`src/rtl/counter_pkg.sv`:
```
`default_nettype none
// ==========================================================================
// counter_pkg : shared types and defaults for counter_m / downcounter_m
// Rev 1.0
// ==========================================================================
package counter_pkg;

  localparam int DEFAULT_WIDTH = 5;

  typedef enum logic [0:0] {
    IDLE = 1'b0,
    RUN  = 1'b1
  } state_e;

endpackage : counter_pkg
`default_nettype wire

```
`src/rtl/downcounter_m.sv`:
```
`default_nettype none
// ==========================================================================
// downcounter_m : loadable down-counter / interval timer with auto-reload
// Rev 1.0
// ==========================================================================
module downcounter_m
  import counter_pkg::*;
#(
  parameter int WIDTH = DEFAULT_WIDTH
) (
  input  logic             clk,
  input  logic             rst,
  input  logic             load,
  input  logic [WIDTH-1:0] data,
  input  logic             reload,
  input  logic             enable,
  output logic [WIDTH-1:0] count,
  output logic             busy,
  output logic             zero,
  output logic             tc
);

  localparam logic [WIDTH-1:0] C_ONE  = WIDTH'(1);
  localparam logic [WIDTH-1:0] C_ZERO = '0;

  state_e           r_state, w_state_nxt;
  logic [WIDTH-1:0] r_count, w_count_nxt;
  logic [WIDTH-1:0] r_period, w_period_nxt;
  logic             r_mode, w_mode_nxt;
  logic             r_tc, w_tc_nxt;

  always_ff @(posedge clk) begin
    if (rst) begin
      r_state  <= IDLE;
      r_count  <= C_ZERO;
      r_period <= C_ZERO;
      r_mode   <= 1'b0;
      r_tc     <= 1'b0;
    end else begin
      r_state  <= w_state_nxt;
      r_count  <= w_count_nxt;
      r_period <= w_period_nxt;
      r_mode   <= w_mode_nxt;
      r_tc     <= w_tc_nxt;
    end
  end

  always_comb begin
    w_state_nxt  = r_state;
    w_count_nxt  = r_count;
    w_period_nxt = r_period;
    w_mode_nxt   = r_mode;
    w_tc_nxt     = 1'b0;

    // load outranks a coincident terminal event, so no tc is raised then
    if (load) begin
      w_count_nxt  = data;
      w_period_nxt = data;
      w_mode_nxt   = reload;
      w_state_nxt  = (data != C_ZERO) ? RUN : IDLE;
    end else if (r_state == RUN && enable) begin
      if (r_count == C_ONE) begin
        w_tc_nxt = 1'b1;
        if (r_mode) begin
          w_count_nxt = r_period;
        end else begin
          w_count_nxt = C_ZERO;
          w_state_nxt = IDLE;
        end
      end else if (r_count != C_ZERO) begin
        w_count_nxt = r_count - C_ONE;
      end
    end
  end

  assign count = r_count;
  assign busy  = (r_state == RUN);
  assign zero  = (r_count == C_ZERO);
  assign tc    = r_tc;

endmodule : downcounter_m
`default_nettype wire

```
`config.mk`:
```
export PLATFORM = sky130hd
export DESIGN_NAME = downcounter_m
export DESIGN_NICKNAME = d
export VERILOG_FILES = /design/src/rtl/counter_pkg.sv /design/src/rtl/downcounter_m.sv
export SDC_FILE = /design/constraint.sdc
export NUM_CORES = 1
export LEC_CHECK = 0
export CORE_AREA = 2 2 47 49
export DETAILED_ROUTE_END_ITERATION = 12
export DIE_AREA = 0 0 49 51
export PLACE_DENSITY = 0.63
export SYNTH_ARGS = -nofsm -noshare
export SYNTH_HDL_FRONTEND = slang
export SYNTH_SLANG_ARGS = --single-unit
```
`constraint.sdc`:
```
create_clock -name clk -period 4.27 [get_ports clk]
set_clock_uncertainty 0.15 [all_clocks]
set_input_delay 0.854 -clock clk [delete_from_list [all_inputs] [get_ports clk]]
set_output_delay 0.854 -clock clk [all_outputs]
set_load 0.01 [all_outputs]
```
### After elaboration in Yosys (flattened, before gate mapping)

Cells that the tools add are included.
Widths: inputs -> output; s select.

| storage, ports and cells | value |
|---|---|
| input bits | 10 |
| output and inout bits | 8 |
| logic and storage cells | 30 |
| register bits after elaboration | 13 |

| operators by class | value |
|---|---|
| $add $sub $neg | 1 |
| equal/unequal tests | 2 |
| reduce and logical (&&, ||, !) cells | 10 |
| bitwise gates (word level) | 1 |
| multiplexer cells | 11 |

Operator list:

| kind | count |
|---|---|
| $mux 5 | 5 |
| $reduce_bool 5->1 | 2 |
| $mux 1 | 6 |
| $eq 5x1->1 const B | 1 |
| $logic_not 5->1 | 1 |
| $sub 5x1->5 const B | 1 |
| $reduce_bool 2->1 | 2 |
| $reduce_and 3->1 | 1 |
| $reduce_bool 3->1 | 1 |
| $reduce_or 3->1 | 1 |
| $ne 2x2->1 const B | 1 |
| $reduce_and 2->1 | 1 |
| $logic_and 1x1->1 | 1 |
| $not 1->1 | 1 |

### Logic depth before layout (Yosys ltp)

| logic depth | value |
|---|---|
| depth in word-level cells | 5 |
| mapped depth | 7 |
| mapped depth without buffers | 6 |

### Worst setup path after synthesis

Ideal clock, no wire load.

| timing | value |
|---|---|
| path kind | reg-to-output |
| from | register r_count[0] (netlist: count[0]) |
| to | output port zero |
| buffers on the path | 0 |
| data required time | 3.266 ns |
| data arrival time | 0.902 ns |
| cell stages (with the launch flop) | 4 |
| setup slack | 2.364 ns |
| path through | dfxtp_1 > inv_1 > ha_1 > nor4b_4 |

| between the ends | value |
|---|---|
| word-level cells in the longest chain between the ends | 1 |

Ends and longest elaborated chain:

| element | RTL line | RTL |
|---|---|---|
| from (decl) | downcounter_m.sv:27 | `logic [WIDTH-1:0] r_count, w_count_nxt;` |
| from (signal assigned) | downcounter_m.sv:41 | `r_count <= w_count_nxt;` |
| $logic_not 5->1 | downcounter_m.sv:78 | `assign zero = (r_count == C_ZERO);` |
| to (decl) | downcounter_m.sv:19 | `output logic zero,` |

Every way passes these cells.

### Worst setup path after layout

Same ends and word-level chain as after synthesis.

==> reports/qor.yml <==
status: "complete, no violations"
pwr-share-clk_pct: 22.9
vias_per_cell: 5.063
drc: 0
hold_buffers: 0
synth_top_area_share_pct: 34.90
setup_tns_ns: 0
dp.cells: 124
rsz0062_at_grt: "no"
drt-met1-wl_um: 761
whs_ns: 0.3281
cp_cell_sequence: "inv_1, ha_1, nor4b_4, clkdlybuf4s50_1"
via_count: 648
avgRoutedWirePerCell_um: 12.20
relSlewSlack_pct: 36.21
dr_wl_met3_um: 84
postLayoutCoreUtil_pct: 45.60
power_switching_uw: 103.4
switching_share_pct: 31.48
yosys_warnings: 0
area_growth_syn_to_layout_pct: 26.17
finalHoldViolations: 0
firstDrtPassIters: 4
port_buffers: 17
antenna_found_initial: 0
clockBufferDepth: 2
grt_use_total_pct: 12.93
pwr-share-seq_pct: 44.5
die_w_um: 49
comb_power_share_pct: 32.7
final_common_cell: "clkdlybuf4s50_1"
cts_repair_resize_count: 0
ys.flop_type: "dfxtp_1"
grt_pass1_wl_um: 2463
clock-sinks: 13
globalplace.congestion: 0.7400
synth_area_leaders: "dfxtp_1 35%, nor2_1 7.0%, mux2i_1 6.7%"
cts_setup_buffers: 0
cellLeakagePower_nw: 0.3532
postSynthAreaPerCell_um2: 8.985
diodes: 0
place_hpwl_um: 1202
start_util_pct: 36.14
grt_pass1_vias: 574
crit_buf_inv: 2
synth.net_count: 96
wl_met2_um: 681
cp.required_ns: 3.27
crit_path_end_kind: "output port"
maxClockFrequency_ghz: 0.3607
grt-ovfl-total: 0
synth_largest_area_cell: "dfxtp_1"
drv_cap: 0
drt-initial-drc-count: 25
ys_types: 32
syn_area_um2: 745.7
ant_nets: 0
crit_fanout: 5
min_path_type: "flip-flop to flip-flop"
top_layer_used: "met4"
nets: 114
core_area_um2: 2063
synth_edf_count: 0
htreeDepth: 1
layout-drive-gt1-share_pct: 7.000
layout_common_cells: "17 x clkdlybuf4s50_1, 14 x nor2_1, 13 x dfxtp_1, 8 x nand2_1, 6 x a21oi_1"
power.density_nw_per_um2: 349.2
ys_seq_area_share_pct: 34.90
setup-violations-final: 0
clkTransAtPathRegs_ns: 0.07
grt_max_degree: 21
cts_tree: "yes"
critPathKind: "flip-flop to output port"
cp_slowest_cell: "clkdlybuf4s50_1"
wirelength_um: 1561
yosys_register_bits: 13
cp-start-kind: "flip-flop"
ys_async_sr_fraction_pct: 0
die_y_um: 51
cts_made_buffers: 3
final.setup.worst_slack_ns: 1.498
postSynthCellCount: 83
crit_arrival_ns: 1.77
vdd_drop_max_uv: 196.4
row_count: 17
cp_top_family: "buffers and inverters"
dieArea_um2: 2499
cts_root_buffer: "clkbuf_4"
pre_cts_slack_ns: 1.409
internal_power_uw: 225.1
clk_latency_ns: 0.28
io_pins: 18
worst_pin_slew_ns: 0.9544
slew_viol_final: 0
period_share_pct: 64.93
cpPeakStageDelay_ns: 0.60
fin_crit_ns: 2.772
final_cells: 128
## flip-flops by register name (all words and copies together), names as in the netlist
signal / count
tc: 1
busy: 1
count: 5
r_period: 5
r_mode: 1
## per-layer routing
metal	track usage [%]	vias up
li1	-	333
met1	16.43	285
met2	19.41	26
met3	2.047	4
met4	10.48	0
met5	0	-
## power groups by stage
stage	clock network, mW	logic [mW]	registers (mW)
final	0.0751	0.107	0.146
after global routing	0.0841	0.117	0.148
after CTS	0.0790	0.108	0.146
after detailed placement	0	0.108	0.149
after global placement	0	0.107	0.149
after floorplan	0	0.0664	0.150
## synthesized netlist by cell type (2+ instances only)
library cell   n
a311oi_1       3
nand2b_1       2
inv_1          4
nor2_1        14
nand2_1        8
mux2i_1        5
a211oi_1       2
dfxtp_1       13
o32ai_1        2
ha_1           3
a21oi_1        6
## final timing paths
path	depth (start not counted)	slack, ns	to	from
min reg2reg	2	0.33	r_period[2]	r_period[2]
max reg2reg	6	1.95	count[2]	count[1]
max	4	1.50	zero	count[0]
min	2	0.33	r_period[2]	r_period[2]
## metrics by stage
step / instance area (um^2) / power (mW)
2_1_floorplan: 745.7 / 0.2166
6_report: 940.9 / 0.3286
5_1_grt: 940.9 / 0.3499
3_3_place_gp: 914.6 / 0.2558
3_5_place_dp: 914.6 / 0.2567
4_1_cts: 940.9 / 0.3333
## cell families after synthesis
family | synth area share, %
AO/OA/AOI/OAI | 18.96
multiplexers | 8.222
XOR/XNOR | 1.175
AND/OR/NAND/NOR | 24.83
buffers and inverters | 6.878
adder cells (fa/ha/maj) | 5.034
flip-flops | 34.90
## tightest hold or removal path: stages, from the launching register on
cell and delay (ns):
dfxtp_1 0.31, nand2b_1 0.06, a21oi_1 0.06
## final cells by class
type	instances	area (um^2)
Fill cell	221	1122
Multi-Input combinational cell	62	434.2
Sequential cell	13	260.3
Timing Repair Buffer	17	170.2
Tap cell	28	35.03
Clock buffer	4	26.28
Inverter	4	15.01
(Power assumes the default switching activity.)
